### src/rtl/temp_pkg.sv
// Shared types and widths for the temperature scan controller and its divider.
package temp_pkg;

    typedef enum logic [1:0] {
        ST_IDLE   = 2'd0,
        ST_SCAN   = 2'd1,
        ST_DIVIDE = 2'd2,
        ST_DONE   = 2'd3
    } state_e;

    localparam int SUM_W        = 16;
    localparam int CNT_W        = 8;
    localparam int TEMP_MIN_DEF = 19;
    localparam int TEMP_MAX_DEF = 26;

endpackage

### src/rtl/seq_divider.sv
// Unsigned restoring divider: one quotient bit per cycle, the first bit is resolved on
// the start edge so quotient/remainder are valid while done_o is high, 16 cycles after start.
module seq_divider
    import temp_pkg::*;
#(
    parameter int W = SUM_W
) (
    input  logic         clk_i,
    input  logic         rst_n_i,
    input  logic         start_i,
    input  logic [W-1:0] dividend_i,
    input  logic [W-1:0] divisor_i,
    output logic [W-1:0] quotient_o,
    output logic [W-1:0] remainder_o,
    output logic         done_o
);

    localparam int CW = $clog2(W) + 1;

    logic [W-1:0]  rem_q, rem_d;
    logic [W-1:0]  quo_q, quo_d;
    logic [W-1:0]  dvs_q, dvs_d;
    logic [CW-1:0] iter_q, iter_d;
    logic          run_q, run_d;
    logic          done_q, done_d;

    // quo doubles as the dividend shift register: its MSB feeds the partial remainder.
    function automatic logic [2*W-1:0] div_step(input logic [W-1:0] rem,
                                                input logic [W-1:0] quo,
                                                input logic [W-1:0] dvs);
        logic [W:0] trial;
        trial = {rem, quo[W-1]};
        if (trial >= {1'b0, dvs}) begin
            return {trial[W-1:0] - dvs, quo[W-2:0], 1'b1};
        end
        return {trial[W-1:0], quo[W-2:0], 1'b0};
    endfunction

    always_comb begin
        rem_d  = rem_q;
        quo_d  = quo_q;
        dvs_d  = dvs_q;
        iter_d = iter_q;
        run_d  = run_q;
        done_d = 1'b0;
        if (start_i) begin
            {rem_d, quo_d} = div_step('0, dividend_i, divisor_i);
            dvs_d          = divisor_i;
            iter_d         = CW'(W - 1);
            run_d          = 1'b1;
        end else if (run_q) begin
            {rem_d, quo_d} = div_step(rem_q, quo_q, dvs_q);
            iter_d         = iter_q - CW'(1);
            if (iter_q == CW'(1)) begin
                run_d  = 1'b0;
                done_d = 1'b1;
            end
        end
    end

    always_ff @(posedge clk_i or negedge rst_n_i) begin
        if (!rst_n_i) begin
            rem_q  <= '0;
            quo_q  <= '0;
            dvs_q  <= '0;
            iter_q <= '0;
            run_q  <= 1'b0;
            done_q <= 1'b0;
        end else begin
            rem_q  <= rem_d;
            quo_q  <= quo_d;
            dvs_q  <= dvs_d;
            iter_q <= iter_d;
            run_q  <= run_d;
            done_q <= done_d;
        end
    end

    assign quotient_o  = quo_q;
    assign remainder_o = rem_q;
    assign done_o      = done_q;

endmodule

### src/rtl/temp_scan_ctrl.sv
// Scans a snapshot of the enabled temperature sensors, averages them with round-half-up
// via the sequential divider, and flags averages outside [TEMP_MIN, TEMP_MAX].
module temp_scan_ctrl
    import temp_pkg::*;
#(
    parameter int NR_OF_SENSORS = 5,
    parameter int TEMP_MIN      = TEMP_MIN_DEF,
    parameter int TEMP_MAX      = TEMP_MAX_DEF
) (
    input  logic                       clk_i,
    input  logic                       rst_n_i,
    input  logic                       start_i,
    input  logic [NR_OF_SENSORS*8-1:0] sensors_data_i,
    input  logic [NR_OF_SENSORS-1:0]   sensors_en_i,
    output logic                       busy_o,
    output logic                       done_o,
    output logic [7:0]                 avg_o,
    output logic [7:0]                 nr_active_o,
    output logic                       alert_o
);

    localparam int              DW       = NR_OF_SENSORS * 8;
    localparam logic [CNT_W-1:0] IDX_LAST = CNT_W'(NR_OF_SENSORS - 1);
    localparam logic [7:0]      TMIN     = 8'(TEMP_MIN);
    localparam logic [7:0]      TMAX     = 8'(TEMP_MAX);

    state_e                 state_q, state_d;
    logic [DW-1:0]          data_snap_q, data_snap_d;
    logic [NR_OF_SENSORS-1:0] en_snap_q, en_snap_d;
    logic [SUM_W-1:0]       sum_q, sum_d;
    logic [CNT_W-1:0]       cnt_q, cnt_d;
    logic [CNT_W-1:0]       idx_q, idx_d;
    logic [7:0]             avg_q, avg_d;
    logic [7:0]             nr_q, nr_d;
    logic                   alert_q, alert_d;

    logic [7:0]             cur_byte;
    logic                   cur_en;
    logic                   div_start;
    logic [SUM_W-1:0]       div_quo, div_rem;
    logic                   div_done;

    function automatic logic [7:0] round_avg(input logic [SUM_W-1:0] q,
                                             input logic [SUM_W-1:0] r,
                                             input logic [CNT_W-1:0] cnt);
        logic [SUM_W:0] r2;
        logic [SUM_W:0] rounded;
        r2      = {r, 1'b0};
        rounded = {1'b0, q} + {{SUM_W{1'b0}}, (r2 >= {{(SUM_W+1-CNT_W){1'b0}}, cnt})};
        return (rounded > (SUM_W+1)'(255)) ? 8'hFF : rounded[7:0];
    endfunction

    function automatic logic out_of_range(input logic [7:0] avg);
        return (avg < TMIN) || (avg > TMAX);
    endfunction

    always_comb begin
        cur_byte = '0;
        cur_en   = 1'b0;
        for (int k = 0; k < NR_OF_SENSORS; k++) begin
            if (idx_q == CNT_W'(k)) begin
                cur_byte = data_snap_q[8*k +: 8];
                cur_en   = en_snap_q[k];
            end
        end
    end

    always_comb begin
        state_d     = state_q;
        data_snap_d = data_snap_q;
        en_snap_d   = en_snap_q;
        sum_d       = sum_q;
        cnt_d       = cnt_q;
        idx_d       = idx_q;
        avg_d       = avg_q;
        nr_d        = nr_q;
        alert_d     = alert_q;
        div_start   = 1'b0;
        unique case (state_q)
            ST_IDLE: begin
                if (start_i) begin
                    data_snap_d = sensors_data_i;
                    en_snap_d   = sensors_en_i;
                    sum_d       = '0;
                    cnt_d       = '0;
                    idx_d       = '0;
                    state_d     = ST_SCAN;
                end
            end
            ST_SCAN: begin
                if (cur_en) begin
                    sum_d = sum_q + {{(SUM_W-8){1'b0}}, cur_byte};
                    cnt_d = cnt_q + CNT_W'(1);
                end
                // The divider is launched with the just-updated sum/count so no cycle is lost.
                if (idx_q == IDX_LAST) begin
                    if (cnt_d != '0) begin
                        div_start = 1'b1;
                        state_d   = ST_DIVIDE;
                    end else begin
                        avg_d   = '0;
                        nr_d    = '0;
                        alert_d = 1'b1;
                        state_d = ST_DONE;
                    end
                end else begin
                    idx_d = idx_q + CNT_W'(1);
                end
            end
            ST_DIVIDE: begin
                if (div_done) begin
                    avg_d   = round_avg(div_quo, div_rem, cnt_q);
                    nr_d    = cnt_q;
                    alert_d = out_of_range(round_avg(div_quo, div_rem, cnt_q));
                    state_d = ST_DONE;
                end
            end
            ST_DONE: begin
                state_d = ST_IDLE;
            end
            default: begin
                state_d = ST_IDLE;
            end
        endcase
    end

    always_ff @(posedge clk_i or negedge rst_n_i) begin
        if (!rst_n_i) begin
            state_q     <= ST_IDLE;
            data_snap_q <= '0;
            en_snap_q   <= '0;
            sum_q       <= '0;
            cnt_q       <= '0;
            idx_q       <= '0;
            avg_q       <= '0;
            nr_q        <= '0;
            alert_q     <= 1'b0;
        end else begin
            state_q     <= state_d;
            data_snap_q <= data_snap_d;
            en_snap_q   <= en_snap_d;
            sum_q       <= sum_d;
            cnt_q       <= cnt_d;
            idx_q       <= idx_d;
            avg_q       <= avg_d;
            nr_q        <= nr_d;
            alert_q     <= alert_d;
        end
    end

    seq_divider #(
        .W(SUM_W)
    ) u_div (
        .clk_i       (clk_i),
        .rst_n_i     (rst_n_i),
        .start_i     (div_start),
        .dividend_i  (sum_d),
        .divisor_i   ({{(SUM_W-CNT_W){1'b0}}, cnt_d}),
        .quotient_o  (div_quo),
        .remainder_o (div_rem),
        .done_o      (div_done)
    );

    assign busy_o      = (state_q != ST_IDLE);
    assign done_o      = (state_q == ST_DONE);
    assign avg_o       = avg_q;
    assign nr_active_o = nr_q;
    assign alert_o     = alert_q;

endmodule

### config.mk
export PLATFORM = sky130hd
export DESIGN_NAME = temp_scan_ctrl
export DESIGN_NICKNAME = d
export VERILOG_FILES = /design/src/rtl/temp_pkg.sv /design/src/rtl/seq_divider.sv /design/src/rtl/temp_scan_ctrl.sv
export SDC_FILE = /design/constraint.sdc
export NUM_CORES = 1
export LEC_CHECK = 0
export CAP_MARGIN = 0
export CORE_MARGIN = 2
export CORE_UTILIZATION = 30
export DETAILED_ROUTE_END_ITERATION = 16
export PLACE_DENSITY = 0.49
export SLEW_MARGIN = 20
export SYNTH_ARGS = -nofsm -noshare
export SYNTH_HDL_FRONTEND = slang
export SYNTH_SLANG_ARGS = --single-unit
export TNS_END_PERCENT = 20
### constraint.sdc
create_clock -name clk_i -period 14.6 [get_ports clk_i]
set_input_delay 1.46 -clock clk_i [delete_from_list [all_inputs] [get_ports clk_i]]
set_output_delay 1.46 -clock clk_i [all_outputs]
set_load 0.02 [all_outputs]
## Yosys cells after proc, flatten, opt, wreduce, memory -nomap -nowiden

Cells that the tools add are included.

| storage, ports and cells | value |
|---|---|
| bits in registers | 143 |
| input port bits | 48 |
| word-level logic and storage cells | 113 |

| operators by class | value |
|---|---|
| add/sub/neg operators | 7 |
| $lt $le $gt $ge | 6 |
| eq/ne operators | 13 |
| muxes and demuxes | 60 |
| reduce and logical (&&, ||, !) cells | 12 |

Operator list:

| kind | number |
|---|---|
| 32-bit 2-to-1 mux | 4 |
| 8-bit 2-to-1 mux | 15 |
| 16-bit 2-to-1 mux | 6 |
| 8-bit one-hot mux with 2 select lines | 4 |
| 17-bit by 8-bit >= comparator with 1-bit output | 2 |
| 16-bit one-hot mux with 2 select lines | 1 |
| 1-bit 2-to-1 mux | 23 |
| 16-bit by 1-bit adder with 17-bit output | 1 |
| 17-bit by 8-bit > comparator with 1-bit output, second input constant | 1 |
| 16-bit by 8-bit adder with 16-bit output | 1 |
| 8-bit by 1-bit adder with 8-bit output, second input constant | 2 |
| 8-bit by 2-bit == test with 1-bit output, second input constant | 2 |
| 16-bit by 8-bit subtractor with 16-bit output | 1 |
| 5-bit 2-to-1 mux | 2 |
| 1-bit by 8-bit subtractor with 9-bit output | 1 |
| 8-bit by 1-bit == test with 1-bit output, second input constant | 1 |
| 8-bit by 3-bit == test with 1-bit output, second input constant | 1 |
| 1-bit by 8-bit >= comparator with 1-bit output | 1 |
| 8-bit by 5-bit > comparator with 1-bit output, second input constant | 1 |
| 8-bit zero test | 1 |
| 8-bit by 5-bit less-than comparator with 1-bit output, second input constant | 1 |
| 2-bit inequality test, second input constant | 4 |
| 2-bit one-hot mux with 4 select lines | 1 |
| 2-bit nonzero test | 4 |
| other kinds (13) | 17 |

## Longest topological paths before layout

Gate-level depths: netlist of the first run.

| logic depth | value |
|---|---|
| depth after elaboration | 16 |
| depth in mapped cells | 23 |

## Cells and area by module

From an unflattened synthesis of the first run, not the netlist that was laid out.

| second synthesis, totals | value |
|---|---|
| cells, all modules | 965 |
| area, all modules | 9156.3 sq um |

Modules (own cells, without submodules):

| module | times used | cells each | area each (sq um) | seq. area each (sq um) |
|---|---|---|---|---|
| temp_scan_ctrl | 1 | 576 | 5681.7 | 2402.3 |
| seq_divider | 1 | 389 | 3474.6 | 1376.3 |

## Worst setup path before layout of the first run

No wires, ideal clock.

| timing | value |
|---|---|
| kind | flip-flop to flip-flop |
| start point | register idx_q[4] |
| end point | register u_div.rem_q[10] (netlist: u_div.remainder_o[10]) |
| library setup time | 65 ps |
| arrival time | 5167 ps |
| slack | 9368 ps |
| cell stages (with the launch flop) | 24 |
| buffers on the path | 3 |
| clock period less this slack | 5232 ps |
| path through | dfrtp_1 -> or4_1 -> buf_4 -> nor3_1 -> and2_0 -> clkbuf_1 -> a222oi_1 -> nor3_1 -> a221o_1 -> ha_1 -> a21oi_1 -> o21ai_0 -> o31ai_1 -> a21oi_1 -> nand4b_1 -> xnor2_1 -> a22oi_1 -> ha_1 -> inv_1 -> a2111oi_4 -> nor4b_4 -> and3b_1 -> buf_6 -> o22a_1 |

| between the ends | value |
|---|---|
| longest elaborated chain between the ends | 14 |
| elaborated cells between the ends (all ways) | 33 |

Ends and longest elaborated chain:

| item | RTL line | text |
|---|---|---|
| start, declared | temp_scan_ctrl.sv:32 | `logic [CNT_W-1:0] idx_q, idx_d;` |
| start signal, assigned | temp_scan_ctrl.sv:144 | `idx_q <= idx_d;` |
| 8-bit zero test | temp_scan_ctrl.sv:61 | `if (idx_q == CNT_W'(k)) begin` |
| 8-bit 2-to-1 mux or 1-bit 2-to-1 mux (tied branches) (5 in series) | temp_scan_ctrl.sv:61 |  |
| 16-bit by 8-bit adder with 16-bit output or 8-bit 2-to-1 mux (tied branches) | temp_scan_ctrl.sv:92, temp_scan_ctrl.sv:91 |  |
| 16-bit 2-to-1 mux or 8-bit 2-to-1 mux (tied branches) | temp_scan_ctrl.sv:91, temp_scan_ctrl.sv:79 |  |
| 16-bit one-hot mux with 2 select lines or 8-bit one-hot mux with 2 select lines (tied branches) | temp_scan_ctrl.sv:79 | `unique case (state_q)` |
| 1-bit by 8-bit >= comparator with 1-bit output | seq_divider.sv:33 | `if (trial >= {1'b0, dvs}) begin` |
| 1-bit 2-to-1 mux | seq_divider.sv:33 |  |
| 1-bit 2-to-1 mux | seq_divider.sv:46 | `if (start_i) begin` |
| 32-bit 2-to-1 mux | seq_divider.sv:36 | `return {trial[W-1:0], quo[W-2:0], 1'b0};` |
| 16-bit 2-to-1 mux | seq_divider.sv:46 |  |
| end signal, assigned | seq_divider.sv:70 | `rem_q <= rem_d;` |
| end, declared | seq_divider.sv:20 | `logic [W-1:0] rem_q, rem_d;` |

Parallel ways exist; a longest one is shown, timed or not. The select of a mux whose other input is x is not followed.
A chain may end at the register's enable or synchronous reset.

## Worst setup path after layout of the first run

Same ends and word-level chain as after synthesis.

==> run_results.csv, run 1 <==
group,metric,value,unit
die,core,27630,um^2
routing,ant_nets,0,
sta,tns,0,ns
yosys,ys_ff_latch,143,
yosys,postSynthAreaPerCell,9.919,um^2
sta,hold_slack,0.4990,ns
yosys,yosysUniqueCellTypes,73,
cts,post_cts_buffers,0,
sta,max-slew-margin-rel,32.59,%
status,status,"finished, final reports clean",
placed_design,gp_congestion,0.8197,
critical_path,critPathKind,"reg -> reg",
global_route,track_usage,14.89,%
sta,fmax,159.0,MHz
sta,timing.final.crit_share,43.06,%
routing,drt_iter0_drc,429,
finish,n_antenna_cell,0,
cts,cts_tree,"done",
yosys,synthesis.area,8392,um^2
hold_path,worstHoldEndpoint,"alert_o",
finish,fin_nets,984,
die,die_area,29330,um^2
critical_path,r2r_cells,20,
yosys,yosysTopAreaCell,"dfrtp_1",
critical_path,startpoint_type,"register",
yosys,yosysWarnings,0,
critical_path,reg2reg_from,"idx_q[4]",
yosys,synth_fp_nets,934,
yosys,synth_edf_count,0,
critical_path,crit_start,"idx_q[4]",
sta,rsz0062_at_grt,"false",
routing,viasPerCell,4.855,
power_and_ir_drop,powerDensity,238.9,nW/um^2
die,start_util,30.37,%
placed_design,dp_hpwl,14.76,mm
flow_run,drv_cap,0,
yosys,netlist.area_leader.share,42.64,%
power_and_ir_drop,ir_drop,79.19,uV
cts,cts_buffers,17,
critical_path,crit_arrival,6.66,ns
hold_path,min_path_cells,1,
sta,hold_viol,0,
sta,setup_viol,0,
routing,drc,0,
finish,layout-drive-gt1-share,12.32,%
sta,layout_min_cycle_time,6.287,ns
routing,drt-total-wl,20.56,mm
hold_path,min_path_type,"reg -> reg",
yosys,synthFlopType,"dfrtp_1",
yosys,ys_top_cells_by_area,"dfrtp_1 43%, mux2_2 7.1%, ha_1 5.7%",
cts,cts_hold_buf,0,
routing,drtPass1Iterations,5,
global_route,grt_max_degree,91,
sta,worst-slew-pin-transition,0.9955,ns
routing,wl_per_cell,15.98,um
yosys,async_flop_share,100.0,%
die,die_y,171.3,um
global_route,use_met2,23.11,%
cts,clk_latency,0.44,ns
routing,num_vias,6249,
sta,finalClockSkew,0.01481,ns
hold_path,hold_start,"alert_o",
global_route,grt_pass1_vias,6159,
global_route,globalRouteMet3Util,2.761,%
die,die_w,171.3,um
critical_path,rrSetupSlack,8.31,ns
critical_path,cp.required,14.97,ns
cts,cts_root_buf,"clkbuf_16",
die,rows,61,
cts,clockBufferDepth,2,
yosys,yosysSeqAreaShare,42.64,%
critical_path,worst-path-max-fanout,10,
cts,post_cts_resized,0,
global_route,grt-ovfl-total,0,
cts,cts_sinks,143,
yosys,synthCells,846,
yosys,yosysMostFrequentCell,"dfrtp_1",
cts,path_clk_slew,0.07,ns
power_and_ir_drop,p_total,0.002383,W
yosys,synthTopCellsByCount,"143 x dfrtp_1, 80 x nand2_1, 76 x o21ai_0",
global_route,grt_use_met1,20.62,%
global_route,antenna_found_initial,0,
critical_path,timing.rr.end,"u_div.remainder_o[10]",
die,io_pins,67,
global_route,grt_pass1_wl,33.83,mm
placed_design,numPortBuffers,66,
sta,maxSlewViolCount,0,
power_and_ir_drop,power_leakage,4.289,nW
finish,synthToLayoutAreaGrowth,18.88,%
global_route,busiest_layer,"met2",
cts,h-tree-depth,4,
critical_path,worstSetupEndpointType,"register",
[state kept, by name (all words and copies together), names as in the netlist]
signal,cells
cnt_q,8
alert_o,1
state_q,2
data_snap_q,40
u_div.done_o,1
avg_o,8
u_div.iter_q,5
u_div.run_q,1
idx_q,8
u_div.quotient_o,16
en_snap_q,5
u_div.dvs_q,8
sum_q,16
nr_active_o,8
u_div.remainder_o,16
[cell usage in the layout (no fill, tap or decap), types with 4 or more instances in the layout]
master             n
a221o_1            8
o21a_1             5
nor2_1            47
mux2_2            53
a21oi_1           33
a22o_1             6
o21ai_0           76
o22a_1            12
clkbuf_16         17
a21o_1             9
nand2_1           79
nor3_1            22
mux2i_1           36
a22oi_1            4
a222oi_1           8
nand2b_1           4
and3_1            10
buf_4              8
xnor2_1           26
inv_6              6
nor4_1             4
nand3_1           16
o211ai_1           4
inv_1             59
xor2_1            18
dfrtp_1          143
or3_1              4
clkdlybuf4s50_1   65
inv_8              4
nor2b_1            7
ha_1              38
[worst max-delay path by stage]
stage / end / slack (ns) / cells past startpoint
5_1_grt: u_div.remainder_o[8] / 7.72 / 20
3_3_place_gp: u_div.remainder_o[8] / 8.51 / 20
4_1_cts: u_div.remainder_o[10] / 8.33 / 20
6_report: u_div.remainder_o[10] / 8.31 / 20
3_5_place_dp: u_div.remainder_o[10] / 8.37 / 20
2_1_floorplan: u_div.remainder_o[10] / 9.37 / 23
[power breakdown]
group	internal (W)	leakage [nW]	switching, W
sequential	0.000570	1.75	0.000157
clock	0.000226	0.272	0.000202
combinational	0.000553	2.26	0.000676
total	0.00135	4.29	0.00103
[metal layers]
layer	vias up	wire, um
met5	-	0
met4	0	328
met3	25	614
met2	108	9385
met1	2995	10230
li1	3121	-
[through the flow]
step | setup slack [ns] | cells | util [%] | cell area [um^2]
final | 8.313 | 1287 | 36.11 | 9976
after global routing | 7.721 | 1287 | 36.11 | 9976
after CTS | 8.330 | 1287 | 36.11 | 9976
after detailed placement | 8.371 | 1255 | 34.05 | 9409
after global placement | 8.508 | 1255 | 34.05 | 9409
after floorplan | 9.368 | 846 | - | 8392
[cell type report]
class	instances	area [um^2]
inverter	59	221.5
multi-input combinational	601	4414
sequential	143	3578
tap	378	473.0
clock inverter	15	141.4
fill	2897	17650
timing repair buffer	74	721.9
clock buffer	17	425.4
[cells by family after synthesis]
family,count (synthesis),share of synthesized area [%]
AO/OA/AOI/OAI,200,16.46
XOR/XNOR,44,4.592
adder cells (fa/ha/maj),40,6.143
buffers and inverters,102,4.995
flip-flops,143,42.64
multiplexers,90,11.54
AND/OR/NAND/NOR,227,13.63
[worst max-delay path, cell delays in order, from the launching register on]
cell and delay, ns:
dfrtp_1 0.41, or4_1 0.75, nor3_1 0.78, nand2_1 0.35, nor2_1 0.18, nor3_1 0.07, a221o_1 0.29, ha_1 0.28
a21oi_1 0.18, o21ai_0 0.18, o31ai_1 0.36, a21oi_1 0.17, nand4b_1 0.13, xnor2_1 0.12, a22oi_1 0.14, ha_1 0.35
inv_1 0.07, a2111oi_4 0.36, nor4b_4 0.41, and3b_1 0.43, o22a_1 0.20
Power figures use the tool's default switching activity.
==> run 2: changes to the inputs <==
==> constraint.sdc (replaced) <==
create_clock -name clk_i -period 6.02 [get_ports clk_i]
set_input_delay 0.602 -clock clk_i [delete_from_list [all_inputs] [get_ports clk_i]]
set_output_delay 0.602 -clock clk_i [all_outputs]
set_load 0.02 [all_outputs]
==> run_results.csv, run 2 (synthesis results as in run 1) <==
group,metric,value,unit
sta,layout_min_cycle_time,5.402,ns
sta,worst-slew-pin-transition,0.9010,ns
cts,h-tree-depth,4,
cts,cts_tree,"done",
sta,maxSlewViolCount,0,
die,die_w,171.3,um
routing,wl_per_cell,15.95,um
critical_path,cp.depth,21,
placed_design,numPortBuffers,66,
critical_path,r2r_cells,21,
critical_path,crit_top_cell,"ha_1",
routing,viasPerCell,4.871,
power_and_ir_drop,power_leakage,4.361,nW
cts,post_cts_buffers,0,
finish,largest_reg_flops,40,
routing,drc,0,
finish,layout-drive-gt1-share,13.29,%
sta,hold_viol,0,
cts,clockBufferDepth,2,
global_route,grt_pass1_vias,6332,
sta,tns,0,ns
critical_path,rrSetupSlack,0.62,ns
critical_path,reg2reg_from,"idx_q[0]",
die,io_pins,67,
power_and_ir_drop,ir_drop,216.7,uV
die,start_util,30.37,%
placed_design,pre_cts_slack,0.5427,ns
finish,fin_nets,993,
critical_path,startpoint_type,"register",
critical_path,timing.rr.end,"u_div.remainder_o[9]",
global_route,track_usage,15.14,%
sta,setup_viol,0,
critical_path,critPathKind,"reg -> reg",
global_route,grt_pass1_wl,34.53,mm
die,core,27630,um^2
finish,regMostFlops,"data_snap_q",
sta,timing.final.crit_share,89.73,%
cts,path_clk_slew,0.07,ns
hold_path,min_path_type,"in -> async",
die,die_area,29330,um^2
finish,fillers,2848,
critical_path,worstSetupEndpointType,"register",
global_route,grt-ovfl-total,0,
critical_path,crit_arrival,5.78,ns
critical_path,crit_start,"idx_q[0]",
routing,drt-total-wl,20.67,mm
cts,clk_latency,0.45,ns
critical_path,worst-path-max-fanout,8,
critical_path,critPathSlowestCell,"or4b_2",
sta,fmax,185.1,MHz
critical_path,cp.required,6.40,ns
finish,finish.instance_area,10080,um^2
critical_path,crit_family,"compound AO/OA/AOI/OAI gates",
sta,rsz0062_at_grt,"false",
finish,synthToLayoutAreaGrowth,20.16,%
status,status,"finished, final reports clean",
routing,drt_iter0_drc,352,
die,rows,61,
critical_path,max_stage_delay,0.62,ns
global_route,antenna_found_initial,0,
cts,cts_sinks,143,
placed_design,gp_congestion,0.7828,
routing,num_vias,6313,
power_and_ir_drop,powerDensity,579.0,nW/um^2
cts,cts_root_buf,"clkbuf_16",
sta,max-slew-margin-rel,38.98,%
placed_design,dp_hpwl,15.09,mm
finish,n_antenna_cell,0,
cts,cts_hold_buf,0,
critical_path,path_cells,"inv_1 > ha_1 > or4b_2 > nor2_2 > a222oi_1 > nor3_1 > a221o_1 > ha_1 > a21oi_1 > o21ai_0 > o31ai_1 > a21oi_1 > nand4b_1 > xnor2_1 > a22oi_1 > ha_1 > inv_1 > a2111oi_4 > nor4b_4 > and3b_1 > o22a_1",
sta,finalClockSkew,0.01607,ns
critical_path,worstSetupEndpoint,"u_div.remainder_o[9]",
die,die_y,171.3,um
placed_design,place_area,9477,um^2
critical_path,critPathBufInv,2,
sta,setup_slack,0.6183,ns
global_route,grt_max_degree,81,
routing,ant_nets,0,
cts,cts_buffers,17,
routing,drtPass1Iterations,6,
finish,most-common-layout-cells,"143 x dfrtp_1, 79 x nand2_1, 76 x o21ai_0",
flow_run,drv_cap,0,
finish,layout_commonest_cell,"dfrtp_1",
run 2: timing repair:
| item | 4_1_cts | 5_1_grt |
|---|---|---|
| endpoints found under the setup margin | 0 | 9 |
| gates resized for setup | 0 | 1 |
| hold endpoints to repair | 0 | 0 |
run 2: how the worst min path moves through the flow:
stage | end | start | slack [ns] | depth (start not counted)
2_1_floorplan | alert_o | rst_n_i | 0.31 | 0
3_3_place_gp | alert_o | alert_o | 0.49 | 1
3_5_place_dp | alert_o | alert_o | 0.48 | 1
4_1_cts | u_div.remainder_o[9] | rst_n_i | 0.25 | 1
5_1_grt | avg_o[1] | rst_n_i | 0.29 | 1
6_report | avg_o[1] | rst_n_i | 0.19 | 1
run 2: power breakdown:
part	total [W]	internal [W]	switching [W]
Combinational	0.00300	0.00137	0.00163
Clock	0.00107	0.000564	0.000509
Sequential	0.00177	0.00138	0.000384
run 2: layout make-up:
class                   instances  area [um^2]  area share (%)
clock buffers                  17        425.4           4.219
clock inverters                15        178.9           1.774
flip-flops and latches        143         3578           35.49
repair buffers                 83        789.5           7.830
multi-input cells             601         4417           43.80
well taps                     378        473.0           4.690
inverters                      59        221.5           2.196
run 2: worst reg2reg max path, stage by stage, from the launching register on:
cell,delay [ns]
dfrtp_1,0.46
inv_1,0.13
ha_1,0.19
or4b_2,0.62
nor2_2,0.28
a222oi_1,0.15
nor3_1,0.16
a221o_1,0.17
ha_1,0.24
a21oi_1,0.17
o21ai_0,0.18
o31ai_1,0.37
a21oi_1,0.17
nand4b_1,0.13
xnor2_1,0.13
a22oi_1,0.14
ha_1,0.35
inv_1,0.07
a2111oi_4,0.36
nor4b_4,0.27
and3b_1,0.42
o22a_1,0.22
run 2: routing by layer:
metal	vias to the layer above	global-route usage, %	share of wire [%]
li1	3146	-	-
met1	3043	21.01	50
met2	102	24.07	46
met3	22	2.508	3.2
met4	0	4.901	1.5
met5	-	0	0
run 2: per-stage QoR:
step	hold slack (ns)	util, %	power (W)	std cells
floorplan	0.3064	-	0.003956	846
global placement	0.4867	34.30	0.004779	1264
detailed placement	0.4845	34.30	0.004800	1264
CTS	0.2528	36.49	0.005913	1296
global route	0.2933	36.50	0.006371	1296
finish	0.1890	36.50	0.005838	1296
==> edit: new RTL, flow settings as in run 1 <==
Add an input register stage for `start_i`, `sensors_data_i` and `sensors_en_i`, with the module's reset; this delays them by one clock.
--- a/src/rtl/temp_scan_ctrl.sv
+++ b/src/rtl/temp_scan_ctrl.sv
@@ -23,6 +23,22 @@
     localparam logic [CNT_W-1:0] IDX_LAST = CNT_W'(NR_OF_SENSORS - 1);
     localparam logic [7:0]      TMIN     = 8'(TEMP_MIN);
     localparam logic [7:0]      TMAX     = 8'(TEMP_MAX);
+
+    logic start_q;
+    logic [NR_OF_SENSORS*8-1:0] sensors_data_q;
+    logic [NR_OF_SENSORS-1:0] sensors_en_q;
+
+    always_ff @(posedge clk_i or negedge rst_n_i) begin
+        if (!rst_n_i) begin
+            start_q        <= '0;
+            sensors_data_q <= '0;
+            sensors_en_q   <= '0;
+        end else begin
+            start_q        <= start_i;
+            sensors_data_q <= sensors_data_i;
+            sensors_en_q   <= sensors_en_i;
+        end
+    end
 
     state_e                 state_q, state_d;
     logic [DW-1:0]          data_snap_q, data_snap_d;
@@ -78,9 +94,9 @@
         div_start   = 1'b0;
         unique case (state_q)
             ST_IDLE: begin
-                if (start_i) begin
-                    data_snap_d = sensors_data_i;
-                    en_snap_d   = sensors_en_i;
+                if (start_q) begin
+                    data_snap_d = sensors_data_q;
+                    en_snap_d   = sensors_en_q;
                     sum_d       = '0;
                     cnt_d       = '0;
                     idx_d       = '0;
Behaviour: not the same (Yosys sat finds a counterexample within 4 cycles, from zero or initial values and one cycle with rst_n_i low).
==> edit against run 1 <==
  * Die area grew 12%
  * Area after synthesis grew 12%
  * Sequential cell count grew 46
  * Worst setup slack gained 0.62 ns
  * Routed wire length grew 7.2%
  * Largest power group unchanged
  * Cell area grew 11%
  * Power shrank 4.0%
  * Sequential share of layout area grew 6.8 points
  * Combinational power shrank 19%
  * Critical path depth shrank 1
==> edit: results (changes against run 1) <==
status: "complete, no violations"  # unchanged
synth_nets: 983  # was 934
grt_pass1_wl_mm: 36.1  # was 33.8 mm
gp_congestion: 0.776  # was 0.820
p_comb_share_pct: 43.3  # was 51.6%
finalNonFillerCells: 1356  # was 1287
grt_max_degree: 73  # was 91
worstPathArrival_ns: 6.03  # was 6.66 ns
dp_cells: 1324  # was 1255
post-dp-hpwl_mm: 15.4  # was 14.8 mm
hold_path_startpoint: "sensors_en_q[2]"  # was alert_o
seq_area_frac_synth_pct: 50.4  # was 42.6%
power.share.clock_pct: 21.4  # was 17.9%
grt_usage_pct: 13.8  # was 14.9%
placed_area_um2: 10500  # was 9410 µm²
ir_drop_mv: 0.0838  # was 0.0792 mV
routed-via-count: 6660  # was 6249
drt_first_pass_iters: 6  # was 5
yosys-top-cells-count: "dfrtp_1, nand2_1, o21ai_0, mux2_2, nor2_1"  # was dfrtp_1, nand2_1, o21ai_0, inv_1, mux2_2
crit_slowest_cell: "or4_4"  # was nor3_1
layout-drive-gt1-share_pct: 11.5  # was 12.3%
crit_end: "u_div.remainder_o[11]"  # was u_div.remainder_o[10]
finalNetCount: 1035  # was 984
p_leak_nw: 4.69  # was 4.29 nW
comb_power_mw: 0.991  # was 1.23 mW
drtIter0Drc: 370  # was 429
worstMarginPinSlew_ns: 0.834  # was 0.995 ns
routed_wl_mm: 22.0  # was 20.6 mm
grt_pass1_vias: 6373  # was 6159
timing.hold.ws_ns: 0.475  # was 0.499 ns
r2r_slack_ns: 8.93  # was 8.31 ns
rr_worst_depth: 19  # was 20
cp_max_fo: 16  # was 10
syn_area_per_cell_um2: 10.5  # was 9.92 µm²
-- edit: cell types whose count changed after synthesis, moves of 8 or more --
cell / change
o21ai_0: -15
a21oi_1: -19
o21ai_1: +38
a222oi_1: -8
dfrtp_1: +46
inv_1: -26
nand2_1: +29
o22a_1: -11
mux2i_1: -8
nand3_1: +14
-- edit: final cells by class --
cell class,count,area (µm²)
fill,3080,19600
sequential,189,4730
multi-input combinational,628,4350
timing repair buffer,77,747
tap,396,495
clock buffer,17,425
clock inverter,15,206
inverter,34,128
-- edit: layer usage --
layer	GRT usage (%)	vias to the layer above	share of wire, %
met5	0	-	0
met4	3.55	0	1.2
li1	-	3281	-
met2	20.8	125	44
met1	20.2	3233	51
met3	2.60	21	3.3
-- edit: cells by family after synthesis --
family          count (synthesis)  share of synthesized area [%]
simple gates                  265                           13.5
buf+inv                        78                           3.47
compound gates                204                           14.3
flops                         189                           50.4
fa+ha+maj                      40                           5.49
mux                            79                           9.11
xor+xnor                       40                           3.73
